$ cat src/rtl/aes_stream_ctrl_pkg.sv
// Shared AES stream controller constants, command codes, FSM states and mode payload.
package aes_stream_ctrl_pkg;

  localparam int unsigned KEY_S         = 128;
  localparam int unsigned BLK_S         = 128;
  localparam int unsigned WORD_S        = 32;
  localparam int unsigned WORDS_PER_BLK = BLK_S / WORD_S;
  localparam int unsigned CNT_W         = $clog2(WORDS_PER_BLK);
  localparam int unsigned WORD_LSB      = $clog2(WORD_S);
  localparam int unsigned IDX_W         = $clog2(BLK_S);

  localparam logic [CNT_W-1:0]  LAST_CNT    = CNT_W'(WORDS_PER_BLK - 1);

  localparam logic [WORD_S-1:0] CMD_KEY_EXP = WORD_S'(32'h0000_0001);
  localparam logic [WORD_S-1:0] CMD_ENCRYPT = WORD_S'(32'h0000_0002);
  localparam logic [WORD_S-1:0] CMD_DECRYPT = WORD_S'(32'h0000_0004);

  typedef enum logic [2:0] {
    ST_IDLE,
    ST_LOAD,
    ST_START,
    ST_WAIT,
    ST_SEND,
    ST_DRAIN
  } state_t;

  // One-hot operation select presented to the AES core.
  typedef struct packed {
    logic key_exp;
    logic cipher;
    logic decipher;
  } mode_t;

  // Command word to mode; all-zero result marks an invalid command.
  function automatic mode_t cmd_decode(input logic [WORD_S-1:0] cmd);
    mode_t m;
    m = '0;
    case (cmd)
      CMD_KEY_EXP: m.key_exp  = 1'b1;
      CMD_ENCRYPT: m.cipher   = 1'b1;
      CMD_DECRYPT: m.decipher = 1'b1;
      default:     m          = '0;
    endcase
    return m;
  endfunction

endpackage

$ cat src/rtl/aes_stream_ctrl_if.sv
// 32-bit AXI-stream style handshake bundle.
//   tdata/tvalid/tlast : driven by master
//   tready             : driven by slave
interface aes_stream_ctrl_if;
  import aes_stream_ctrl_pkg::*;

  logic [WORD_S-1:0] tdata;
  logic              tvalid;
  logic              tlast;
  logic              tready;

  modport master (output tdata, output tvalid, output tlast, input tready);
  modport slave  (input tdata, input tvalid, input tlast, output tready);
endinterface

$ cat src/rtl/aes_word_serializer.sv
// Captures a 128-bit block and emits it as four 32-bit stream beats, MSB word first.
//   clk, reset : clock, async active-high reset
//   load       : capture blk and start emitting
//   blk        : block to send (bit 0 = MSB)
//   tdata/tvalid/tlast/tready : output stream
//   done_c     : last beat accepted this cycle
module aes_word_serializer
  import aes_stream_ctrl_pkg::*;
(
  input  logic              clk,
  input  logic              reset,
  input  logic              load,
  input  logic [0:BLK_S-1]  blk,
  output logic [WORD_S-1:0] tdata,
  output logic              tvalid,
  output logic              tlast,
  input  logic              tready,
  output logic              done_c
);

  logic [0:BLK_S-1] out_reg;
  logic [CNT_W-1:0] cnt;
  logic [CNT_W-1:0] cnt_nxt;
  logic [IDX_W-1:0] nxt_lo;

  // Next word index and its bit offset inside the output register.
  always_comb begin
    cnt_nxt = cnt + CNT_W'(1);
    nxt_lo  = {cnt_nxt, {WORD_LSB{1'b0}}};
    done_c  = tvalid && tready && tlast;
  end

  // Output register and beat sequencing; tdata/tlast only move on acceptance.
  always_ff @(posedge clk or posedge reset) begin
    if (reset) begin
      out_reg <= '0;
      cnt     <= '0;
      tdata   <= '0;
      tvalid  <= 1'b0;
      tlast   <= 1'b0;
    end else if (load) begin
      out_reg <= blk;
      cnt     <= '0;
      tdata   <= blk[0 +: WORD_S];
      tvalid  <= 1'b1;
      tlast   <= 1'b0;
    end else if (tvalid && tready) begin
      if (tlast) begin
        cnt    <= '0;
        tvalid <= 1'b0;
        tlast  <= 1'b0;
      end else begin
        cnt   <= cnt_nxt;
        tdata <= out_reg[nxt_lo +: WORD_S];
        tlast <= (cnt_nxt == LAST_CNT);
      end
    end
  end

endmodule

$ cat src/rtl/aes_stream_ctrl.sv
// Packet controller between an AXI-stream command/data port and an AES core.
// A packet is a command word plus four payload words (tlast on the fourth);
// key expansion loads aes_key, encrypt/decrypt load aes_in_blk and return
// the core result as four output beats.
//   clk, reset  : clock, async active-high reset
//   s_axis      : command/data input stream (slave)
//   m_axis      : result output stream (master)
//   en          : one-cycle start strobe to the core
//   cipher_mode, decipher_mode, key_exp_mode : one-hot operation select
//   aes_key, aes_in_blk : key and block registers (bit 0 = MSB)
//   aes_out_blk, en_o   : core result and completion pulse
module aes_stream_ctrl
  import aes_stream_ctrl_pkg::*;
(
  input  logic             clk,
  input  logic             reset,
  aes_stream_ctrl_if.slave  s_axis,
  aes_stream_ctrl_if.master m_axis,
  output logic             en,
  output logic             cipher_mode,
  output logic             decipher_mode,
  output logic             key_exp_mode,
  output logic [0:KEY_S-1] aes_key,
  output logic [0:BLK_S-1] aes_in_blk,
  input  logic [0:BLK_S-1] aes_out_blk,
  input  logic             en_o
);

  state_t           state, state_nxt;
  logic [CNT_W-1:0] cnt, cnt_nxt;
  mode_t            mode, mode_nxt;
  logic [0:KEY_S-1] key_nxt;
  logic [0:BLK_S-1] blk_nxt;
  logic [IDX_W-1:0] slice_lo;
  logic             s_tready;
  logic             s_fire_c;
  logic             ser_load_c;
  logic             ser_done_c;

  assign s_fire_c      = s_axis.tvalid && s_tready;
  assign s_axis.tready = s_tready;
  assign key_exp_mode  = mode.key_exp;
  assign cipher_mode   = mode.cipher;
  assign decipher_mode = mode.decipher;

  // Next-state, load and mode decisions.
  always_comb begin
    state_nxt  = state;
    cnt_nxt    = cnt;
    mode_nxt   = mode;
    key_nxt    = aes_key;
    blk_nxt    = aes_in_blk;
    ser_load_c = 1'b0;
    slice_lo   = {cnt, {WORD_LSB{1'b0}}};

    case (state)
      ST_IDLE: begin
        // A command beat carrying tlast is a truncated packet and is dropped.
        if (s_fire_c && !s_axis.tlast) begin
          mode_nxt  = cmd_decode(s_axis.tdata);
          cnt_nxt   = '0;
          state_nxt = (|mode_nxt) ? ST_LOAD : ST_DRAIN;
        end
      end
      ST_LOAD: begin
        if (s_fire_c) begin
          if (mode.key_exp) key_nxt[slice_lo +: WORD_S] = s_axis.tdata;
          else              blk_nxt[slice_lo +: WORD_S] = s_axis.tdata;
          if (cnt == LAST_CNT) begin
            cnt_nxt = '0;
            if (s_axis.tlast) begin
              state_nxt = ST_START;
            end else begin
              state_nxt = ST_DRAIN;
              mode_nxt  = '0;
            end
          end else if (s_axis.tlast) begin
            cnt_nxt   = '0;
            state_nxt = ST_IDLE;
            mode_nxt  = '0;
          end else begin
            cnt_nxt = cnt + CNT_W'(1);
          end
        end
      end
      ST_START: state_nxt = ST_WAIT;
      ST_WAIT: begin
        if (en_o) begin
          mode_nxt = '0;
          if (mode.key_exp) begin
            state_nxt = ST_IDLE;
          end else begin
            ser_load_c = 1'b1;
            state_nxt  = ST_SEND;
          end
        end
      end
      ST_SEND: begin
        if (ser_done_c) state_nxt = ST_IDLE;
      end
      ST_DRAIN: begin
        if (s_fire_c && s_axis.tlast) state_nxt = ST_IDLE;
      end
      default: state_nxt = ST_IDLE;
    endcase
  end

  // State and registered outputs; en and tready follow the state being entered.
  always_ff @(posedge clk or posedge reset) begin
    if (reset) begin
      state      <= ST_IDLE;
      cnt        <= '0;
      mode       <= '0;
      en         <= 1'b0;
      s_tready   <= 1'b0;
      aes_key    <= '0;
      aes_in_blk <= '0;
    end else begin
      state      <= state_nxt;
      cnt        <= cnt_nxt;
      mode       <= mode_nxt;
      en         <= (state_nxt == ST_START);
      s_tready   <= (state_nxt == ST_IDLE) || (state_nxt == ST_LOAD) ||
                    (state_nxt == ST_DRAIN);
      aes_key    <= key_nxt;
      aes_in_blk <= blk_nxt;
    end
  end

  aes_word_serializer u_ser (
    .clk    (clk),
    .reset  (reset),
    .load   (ser_load_c),
    .blk    (aes_out_blk),
    .tdata  (m_axis.tdata),
    .tvalid (m_axis.tvalid),
    .tlast  (m_axis.tlast),
    .tready (m_axis.tready),
    .done_c (ser_done_c)
  );

endmodule

$ cat src/flat_wrapper.sv
// flat-port wrapper written by rule: the top's interface ports become plain ports
module aes_stream_ctrl_flat import aes_stream_ctrl_pkg::*;
  (clk, reset, en, cipher_mode, decipher_mode, key_exp_mode, aes_key, aes_in_blk, aes_out_blk, en_o, s_axis_tdata, s_axis_tvalid, s_axis_tlast, s_axis_tready, m_axis_tdata, m_axis_tvalid, m_axis_tlast, m_axis_tready);
  aes_stream_ctrl_if s_axis_i ();
  aes_stream_ctrl_if m_axis_i ();
  input  logic clk;
  input  logic reset;
  output logic en;
  output logic cipher_mode;
  output logic decipher_mode;
  output logic key_exp_mode;
  output logic [0:KEY_S-1] aes_key;
  output logic [0:BLK_S-1] aes_in_blk;
  input  logic [0:BLK_S-1] aes_out_blk;
  input  logic en_o;
  input wire logic [$bits(s_axis_i.tdata)-1:0] s_axis_tdata;
  input wire logic [$bits(s_axis_i.tvalid)-1:0] s_axis_tvalid;
  input wire logic [$bits(s_axis_i.tlast)-1:0] s_axis_tlast;
  output wire logic [$bits(s_axis_i.tready)-1:0] s_axis_tready;
  output wire logic [$bits(m_axis_i.tdata)-1:0] m_axis_tdata;
  output wire logic [$bits(m_axis_i.tvalid)-1:0] m_axis_tvalid;
  output wire logic [$bits(m_axis_i.tlast)-1:0] m_axis_tlast;
  input wire logic [$bits(m_axis_i.tready)-1:0] m_axis_tready;
  assign s_axis_i.tdata = s_axis_tdata;
  assign s_axis_i.tvalid = s_axis_tvalid;
  assign s_axis_i.tlast = s_axis_tlast;
  assign s_axis_tready = s_axis_i.tready;
  assign m_axis_tdata = m_axis_i.tdata;
  assign m_axis_tvalid = m_axis_i.tvalid;
  assign m_axis_tlast = m_axis_i.tlast;
  assign m_axis_i.tready = m_axis_tready;
  aes_stream_ctrl u_core (.clk(clk), .reset(reset), .s_axis(s_axis_i), .m_axis(m_axis_i), .en(en), .cipher_mode(cipher_mode), .decipher_mode(decipher_mode), .key_exp_mode(key_exp_mode), .aes_key(aes_key), .aes_in_blk(aes_in_blk), .aes_out_blk(aes_out_blk), .en_o(en_o));
endmodule
$ cat config.mk
export PLATFORM = sky130hd
export DESIGN_NAME = aes_stream_ctrl_flat
export DESIGN_NICKNAME = d
export VERILOG_FILES = /design/src/rtl/aes_stream_ctrl_pkg.sv /design/src/rtl/aes_stream_ctrl_if.sv /design/src/rtl/aes_word_serializer.sv /design/src/rtl/aes_stream_ctrl.sv /design/src/flat_wrapper.sv
export SDC_FILE = /design/constraint.sdc
export NUM_CORES = 1
export LEC_CHECK = 0
export BUFFER_PORTS_ARGS = -buffer_cell sky130_fd_sc_hd__buf_4
export CAP_MARGIN = 5
export CORE_MARGIN = 4
export CORE_UTILIZATION = 53
export DETAILED_ROUTE_END_ITERATION = 7
export PLACE_DENSITY = 0.8
export SLEW_MARGIN = 0
export SYNTH_ARGS = -nofsm -noshare
export SYNTH_HDL_FRONTEND = slang
export SYNTH_HIERARCHICAL = 1
export SYNTH_SLANG_ARGS = --single-unit
$ cat constraint.sdc
create_clock -name clk -period 12.95 [get_ports clk]
set_input_delay 2.59 -clock clk [delete_from_list [all_inputs] [get_ports clk]]
set_output_delay 2.59 -clock clk [all_outputs]
set_load 0.1 [all_outputs]
==> results.toml, run 1 <==
[worst_hold_path]
hp-class = "flip-flop to flip-flop"
min_from = "u_core/aes_key[66]"

[floorplan]
start_util_pct = 54.40
row_count = 66
fp.dieW_um = 191.7
ioPinCount = 461
die_h_um = 191.7
die_area_um2 = 36740
design.core.area_um2 = 32870

[drt]
ant_nets = 0
via_per_inst = 5.606
dr.first_iter.drc_count = 1029
vias = 13570
wire_per_inst_um = 21.53
drc = 0
first_pass_iters = 5
routed_wirelength_um = 52120

[yosys]
synth-edff-count = 0
yosys.area.top_type = "dfrtp_1"
synth_area_um2 = 17880
synthTopCellsByArea = "dfrtp_1 60%, mux2_2 10%, nand2_1 8.3%"
synth_top_flop_cell = "dfrtp_1"
syn_avg_cell_area_um2 = 11.70
syn_inst = 1528
synth.ff_latch_count = 430
synth_nets = 1699
synth.top_cell.area_share_pct = 60.18
ys_types = 46
ys_seq_area_share_pct = 60.18
synthArstFlopShare_pct = 100.0
synth_warnings = 6

[sta]
setup_violations = 0
fin_skew_ns = 0.01307
slew_viol_final = 0
rsz0062_at_grt = "no"
finalSetupTns_ns = 0
slew_headroom_pct = 24.22
hold_violations = 0
tightest_slew_ns = 1.137
layout_min_cycle_time_ns = 4.612
timing.fmax_ghz = 0.2168
post-route-period-util_pct = 35.61

[worst_setup_path]
critPathArrivalTime_ns = 4.99
r2r_start = "u_core/key_exp_mode"
startpoint = "s_axis_tvalid"
critPathCapture = "u_core/aes_in_blk[105]"
start_kind = "primary input"
crit_type = "primary input to flip-flop"
r2r_setup_slack_ns = 9.95
crit_fanout = 64
reg2reg_to = "u_core/u_ser/tdata[4]"
reg2regPathDepth = 6
worstSetupEndpointType = "flip-flop"
cp.required_ns = 13.33

[cts]
cts_root_buffer = "clkbuf_16"
cts_resized = 0
clock-sinks = 430
cts_setup_buffers = 0
numCtsBuffers = 44
cts.clk_slew.worst_paths_ns = 0.06
clk_latency_ns = 0.54
cts_tree = "built"
ctsHoldBuffers = 0
clockBufferDepth = 3
cts_max_level = 2

[power]
peakVddDrop_v = 0.0002393
power.density_nw_per_um2 = 200.7
p_leak_nw = 11.34

[layout]
multi_input_area_um2 = 6367
final_cell_mix = "471 x buf_4, 430 x dfrtp_1, 395 x nand2_1, 162 x o21ai_1, 160 x mux2_2"
final_util_pct = 69.01
fillers = 2414
final_layout_size_suffix_gt1_share_pct = 39.59
regArea_um2 = 10760
syn2layout_area_growth_pct = 26.84
layout_commonest_cell = "buf_4"
nNetsFinal = 2114

[placed_design]
port_buffers = 460
hpwl_um = 37080
place.gp.congestion = 0.8614

[grt]
grt_use_total_pct = 27.68
grt_pass1_vias = 13760
antenna_found_initial = 1
grt_first_pass_wirelength_um = 79590
grt_max_degree = 186
grt_overflow = 0

[outcome]
status = "finished clean"

[job]
drv_cap = 0
## metrics by stage
stage | worst slack (ns) | instances | hold slack, ns | total power [W] | area [µm²]
3_5_place_dp | 7.876 | 2339 | 0.4679 | 0.003350 | 21280
3_3_place_gp | 7.965 | 2339 | 0.4634 | 0.003319 | 21280
2_1_floorplan | 3.035 | 1528 | 0.4750 | 0.002906 | 17880
4_1_cts | 8.409 | 2420 | 0.4810 | 0.004569 | 22680
6_report | 8.338 | 2421 | 0.4794 | 0.004553 | 22680
5_1_grt | 8.197 | 2421 | 0.5004 | 0.004724 | 22680
## worst min path at each step
stage	to	slack (ns)	cells after the start
CTS	u_core/aes_key[66]	0.48	2
global placement	u_core/aes_in_blk[58]	0.46	2
floorplan	u_core/u_ser/out_reg[10]	0.47	1
global route	u_core/aes_in_blk[90]	0.50	2
detailed placement	u_core/aes_key[66]	0.47	2
finish	u_core/aes_key[66]	0.48	2
## logic make-up (layout without fill, tap and decap cells)
group | after synthesis | in the layout | share of synthesized area [%]
other | 0 | 1 | 0
xor gates and xnor gates | 1 | 1 | 0.04899
and+or+nand+nor | 479 | 479 | 11.72
buffers and inverters | 111 | 561 | 4.373
muxes | 178 | 178 | 12.20
DFF | 430 | 430 | 60.18
adders and majority gates | 5 | 5 | 0.3499
AOI/OAI and AO/OA | 324 | 324 | 11.13
## synth_stat cells, types with 2 or more instances
master / count
nor2_1: 14
nand3_1: 2
a21o_1: 2
nor2b_1: 2
and2_1: 18
buf_1: 2
a221o_1: 16
clkbuf_1: 26
buf_6: 41
o21ai_2: 45
a222oi_1: 16
o21ai_0: 52
o41ai_1: 2
nor4_1: 8
nand4_1: 3
nand4_4: 4
nand2b_1: 2
buf_4: 6
dfrtp_1: 430
mux2i_1: 2
nand2_1: 395
buf_2: 28
mux2_2: 160
ha_1: 5
o21ai_1: 162
a22o_1: 3
nand4b_4: 3
mux4_2: 16
o2bb2ai_1: 2
a21oi_1: 21
inv_1: 8
nor3_1: 18
## metal layers
| layer | track usage (%) | wire length [µm] | vias up |
|---|---|---|---|
| met2 | 46.45 | 25600 | 611 |
| met4 | 11.66 | 2542 | 0 |
| li1 | - | - | 6173 |
| met5 | 0 | 0 | - |
| met3 | 7.834 | 5029 | 135 |
| met1 | 33.76 | 18960 | 6652 |
## worst max-delay path: stages
cell	delay, ns
buf_4	0.07
and2_1	0.76
nand4b_4	1.00
nand2_1	0.36
o21ai_1	0.12
## report_power, final
group / switching (W) / internal [W]
clock network: 0.000521 / 0.000706
registers: 0.000102 / 0.00149
logic: 0.00138 / 0.000349
total: 0.00201 / 0.00255
## area by class of cell
type	instances	share of cell area (%)
diodes	1	0.01103
multi-input cells	987	28.07
repair buffers	472	15.68
well taps	442	2.438
flip-flops and latches	430	47.44
clock inverters	21	0.7778
clock buffers	60	5.390
inverters	8	0.1876
No activity file was read; power rests on OpenSTA's default activity.
==> inputs of run 2 (changes only) <==
CORE_UTILIZATION = 48   (was 53)
PLACE_DENSITY = 0.76   (was 0.8)
clock period = 3.9 ns   (was 12.95 ns; I/O delays follow)
==> run 2 against run 1 <==
Effect of this change: routed wire length increased by 3.5%; hold slack got worse by 0.13 ns; final area increased by 1.6%; global-route usage decreased by 1.5 points; core utilization decreased by 6.2 points; flip-flop and latch count unchanged.
==> results.toml, run 2 (synthesis results as in run 1) <==
[floorplan]
fp.dieW_um = 201.0
design.core.area_um2 = 36700
start_util_pct = 48.72
ioPinCount = 461
row_count = 70
die_area_um2 = 40400
die_h_um = 201.0

[layout]
layout_commonest_cell = "buf_4"
final_layout_size_suffix_gt1_share_pct = 40.23
final_cell_count_no_fill = 2464
final_util_pct = 62.79
n_antenna_cell = 0
nNetsFinal = 2132
syn2layout_area_growth_pct = 28.87
final_cell_mix = "482 x buf_4, 430 x dfrtp_1, 395 x nand2_1, 162 x o21ai_1, 160 x mux2_2"

[drt]
drc = 0
first_pass_iters = 8
via_per_inst = 5.576
dr.first_iter.drc_count = 843
ant_nets = 0
vias = 13740
wire_per_inst_um = 21.90
routed_wirelength_um = 53960

[power]
switching_share_pct = 43.41
p_comb_share_pct = 37.4
peakVddDrop_v = 0.0005669
power_w = 0.01550
p_int_w = 0.008771
power.density_nw_per_um2 = 672.5
seqPwrFrac_pct = 34.2
p_leak_nw = 11.51
p_switching_w = 0.006727
clockPowerShare_pct = 28.4

[worst_setup_path]
critPathArrivalTime_ns = 3.33
reg2reg_to = "u_core/aes_in_blk[41]"
r2r_start = "u_core/state[2]"
start_kind = "flip-flop"
cp.required_ns = 4.31
critPathMaxStageDelay_ns = 0.93
r2r_setup_slack_ns = 0.98
startpoint = "u_core/state[2]"
path_cells = "nor3b_4 > nand4b_4 > nand2_1 > o21ai_1"
worstSetupEndpointType = "flip-flop"
crit_fanout = 64
crit_type = "flip-flop to flip-flop"
critPathSlowestCell = "nand4b_4"
reg2regPathDepth = 4

[cts]
cts_root_buffer = "clkbuf_16"
cts_max_level = 2
clockBufferDepth = 3
clk_latency_ns = 0.57
clock-sinks = 430
numCtsBuffers = 45
cts_setup_buffers = 0
cts_tree = "built"
cts_resized = 0
ctsHoldBuffers = 0
cts.clk_slew.worst_paths_ns = 0.06

[job]
drv_cap = 0

[sta]
setup_violations = 0
timing.fmax_ghz = 0.3429
slew_headroom_pct = 26.22
postLayoutSetupSlackWorst_ns = 0.9838
post-route-period-util_pct = 74.77
tightest_slew_ns = 1.107
rsz0062_at_grt = "no"
slew_viol_final = 0
whs_ns = 0.3526
hold_violations = 0
layout_min_cycle_time_ns = 2.916
fin_skew_ns = 0.01178

[grt]
grt_max_degree = 103
grt_pass1_vias = 13870
grt_overflow = 0
antenna_found_initial = 1
grt_first_pass_wirelength_um = 83230
grt_use_total_pct = 26.14

[placed_design]
place.gp.congestion = 0.8622
hpwl_um = 38660
port_buffers = 460
dpl.cell_count = 2382
place_ws_ns = 0.6847

[outcome]
status = "finished clean"

[worst_hold_path]
hp-class = "primary input to async pin"
[run 2: cell count changes in the layout (fill, tap and decap cells not counted), sizes merged]
cell      previous run  this run
diode                1         0
clkinvlp             3         2
inv                 11         7
clkinv              13         7
clkbuf              60        72
buf                472       489
[run 2: layout make-up]
class	count	area, µm²
fillers	2831	13650
flip-flops and latches	430	10760
multi-input cells	987	6367
inverters	8	37.54
repair buffers	489	3759
well taps	468	585.6
clock inverters	10	103.9
clock buffers	72	1430
[run 2: per-stage QoR]
stage / setup TNS, ns / area (µm²)
after global placement: 0 / 21510
after CTS: 0 / 23040
after floorplan: -104.14 / 17890
after detailed placement: 0 / 21510
after global routing: 0 / 23040
final: 0 / 23040
[run 2: power by group through the flow]
stage | combinational (W) | clock (W) | sequential, W
4_1_cts | 0.00580 | 0.00447 | 0.00530
5_1_grt | 0.00602 | 0.00467 | 0.00536
2_1_floorplan | 0.00138 | 0 | 0.00827
6_report | 0.00579 | 0.00441 | 0.00530
3_5_place_dp | 0.00579 | 0 | 0.00537
3_3_place_gp | 0.00572 | 0 | 0.00536
[run 2: worst max-delay path: cells and delay by family, from the launching register on]
| family | cells | cell delay, ns |
|---|---|---|
| AO/OA/AOI/OAI | 1 | 0.10 |
| flip-flops | 1 | 0.51 |
| AND/OR/NAND/NOR | 3 | 2.08 |
[run 2: worst max-delay path by stage]
| stage | to | depth (start not counted) |
|---|---|---|
| 5_1_grt | u_core/aes_in_blk[42] | 4 |
| 6_report | u_core/aes_in_blk[41] | 4 |
| 3_3_place_gp | u_core/aes_in_blk[33] | 5 |
| 2_1_floorplan | u_core/aes_in_blk[0] | 1 |
| 3_5_place_dp | u_core/aes_in_blk[60] | 5 |
| 4_1_cts | u_core/aes_in_blk[50] | 4 |
[run 2: per-layer routing]
| layer | wire (µm) | share of wire [%] | global-route usage (%) | up-vias |
|---|---|---|---|---|
| met5 | 20 | 0.037 | 0 | - |
| met4 | 2127 | 3.9 | 9.882 | 2 |
| met3 | 5392 | 10 | 9.063 | 113 |
| met2 | 26740 | 50 | 43.55 | 659 |
| met1 | 19680 | 36 | 31.56 | 6782 |
| li1 | - | - | - | 6183 |
==> inputs of run 3 (changes only) <==
clock period = 2.4 ns   (was 3.9 ns; I/O delays follow)
==> run 3 against run 2 <==
Effect of this change: first-iteration DRC count increased by 9.1%; non-clock buffer count increased by 20; setup slack got worse by 0.76 ns; flip-flop and latch count unchanged; core utilization increased by 0.37 points; routed wire length decreased by 1.4%; sequential power increased by 63%; critical endpoint is now u_core/u_ser/tdata[8]; largest cell class unchanged; largest power group unchanged.
==> results.toml, run 3 (synthesis results as in run 1) <==
[drt]
ant_nets = 0
routed_wirelength_um = 53180
drc = 0
vias = 13810
first_pass_iters = 7
via_per_inst = 5.562
wire_per_inst_um = 21.43
dr.first_iter.drc_count = 920

[worst_hold_path]
hp-class = "primary input to flip-flop"
min_delay_path_depth = 2

[cts]
clk_latency_ns = 0.57
cts.clk_slew.worst_paths_ns = 0.06
numCtsBuffers = 44
cts_resized = 0
clockBufferDepth = 3
cts_tree = "built"
cts_max_level = 2
clock-sinks = 430
cts_root_buffer = "clkbuf_16"

[sta]
slew_viol_final = 0
postLayoutSetupSlackWorst_ns = 0.2245
layout_min_cycle_time_ns = 2.176
post-route-period-util_pct = 90.65
finalSetupTns_ns = 0
hold_violations = 0
rsz0062_at_grt = "no"
tightest_slew_ns = 0.7759
slew_headroom_pct = 48.27
setup_violations = 0
timing.fmax_ghz = 0.4597
fin_skew_ns = 0.01874

[grt]
grt_pass1_vias = 14170
grt_max_degree = 131
grt_first_pass_wirelength_um = 82430
grt_overflow = 0
grt_use_total_pct = 25.94
antenna_found_initial = 1

[power]
seqPwrFrac_pct = 34.6
clockPowerShare_pct = 27.1
peakVddDrop_v = 0.001053
power_w = 0.02494
p_switching_w = 0.01088
p_int_w = 0.01406
p_comb_share_pct = 38.3
power.density_nw_per_um2 = 1076
p_leak_nw = 11.58
switching_share_pct = 43.63

[layout]
nNetsFinal = 2151
layout_commonest_cell = "buf_4"
syn2layout_area_growth_pct = 29.63
n_antenna_cell = 0
final_layout_size_suffix_gt1_share_pct = 40.47
final_area_um2 = 23180
final_util_pct = 63.16
final_cell_mix = "495 x buf_4, 430 x dfrtp_1, 395 x nand2_1, 162 x o21ai_1, 160 x mux2_2"

[floorplan]
start_util_pct = 48.72
die_area_um2 = 40400
die_h_um = 201.0
design.core.area_um2 = 36700
fp.dieW_um = 201.0
ioPinCount = 461
row_count = 70

[placed_design]
port_buffers = 460
place_ws_ns = 0.2852
place.gp.congestion = 0.8791
dpl_cell_area_um2 = 21730
hpwl_um = 39090

[worst_setup_path]
worstSetupEndpointType = "flip-flop"
path_cells = "inv_1 > nor4_2 > buf_4 > buf_4 > or2_1 > buf_4 > a21oi_1"
critPathMaxStageDelay_ns = 0.48
reg2regPathDepth = 7
cp.buffers_inverters = 4
critPathSlowestCell = "dfrtp_1"
crit_type = "flip-flop to flip-flop"
start_kind = "flip-flop"
crit_family = "buffers and inverters"
cp.required_ns = 2.82
crit_cells = 7
path_common_cell = "buf_4"
critPathArrivalTime_ns = 2.60
r2r_setup_slack_ns = 0.22
crit_fanout = 31

[outcome]
status = "finished clean"

[job]
drv_cap = 0
## run 3: cell types whose count changed in the layout (fill, tap and decap cells not counted)
| cell | before | now |
|---|---|---|
| clkbuf_8 | 16 | 11 |
| buf_4 | 482 | 495 |
| clkinv_8 | 0 | 1 |
| dlygate4sd3_1 | 0 | 1 |
| clkinv_2 | 7 | 5 |
| clkinvlp_4 | 2 | 3 |
| clkbuf_1 | 9 | 14 |
| buf_12 | 7 | 13 |
| bufinv_16 | 2 | 1 |
| clkbuf_16 | 47 | 46 |
## run 3: power groups by stage
stage               sequential, W  combinational, W  clock [W]
global route              0.00872           0.00995    0.00720
floorplan                  0.0134           0.00223          0
detailed placement        0.00874           0.00957          0
finish                    0.00864           0.00954    0.00677
CTS                       0.00862           0.00957    0.00689
global placement          0.00872           0.00942          0
## run 3: path summary, 6_finish.rpt
path / startpoint / end
worst max-delay path: u_core/state[1] / u_core/u_ser/tdata[8]
worst min-delay path: aes_out_blk[43] / u_core/u_ser/out_reg[43]
worst max register to register: u_core/state[1] / u_core/u_ser/tdata[8]
worst min register to register: u_core/aes_in_blk[18] / u_core/aes_in_blk[18]
max in group asynchronous: reset / u_core/aes_in_blk[9]
min in group asynchronous: reset / u_core/aes_key[71]
## run 3: area by class of cell
class	count	area, µm²
multi-input combinational	987	6367
clock buffer	71	1355
tap	468	585.6
inverter	8	37.54
fill	2805	13520
clock inverter	9	87.58
timing repair buffer	509	3986
sequential	430	10760
## run 3: what timing repair did
| item | 4_1_cts | 5_1_grt |
|---|---|---|
| hold buffers | 1 | 0 |
| setup buffers | 0 | 0 |
| endpoints found under the hold margin | 11 | 0 |
## run 3: stage by stage
step / cells / hold WS [ns]
finish: 2482 / 0.1500
detailed placement: 2401 / 0.4713
CTS: 2482 / 0.1165
global placement: 2401 / 0.4641
floorplan: 1528 / 0.4750
global route: 2482 / 0.1264
## run 3: layer usage
layer | vias up | track usage (%) | share of wire (%)
met3 | 154 | 6.882 | 8.8
li1 | 6237 | - | -
met1 | 6733 | 32.33 | 38
met5 | - | 0 | 0.038
met2 | 679 | 42.06 | 48
met4 | 2 | 13.05 | 5.3
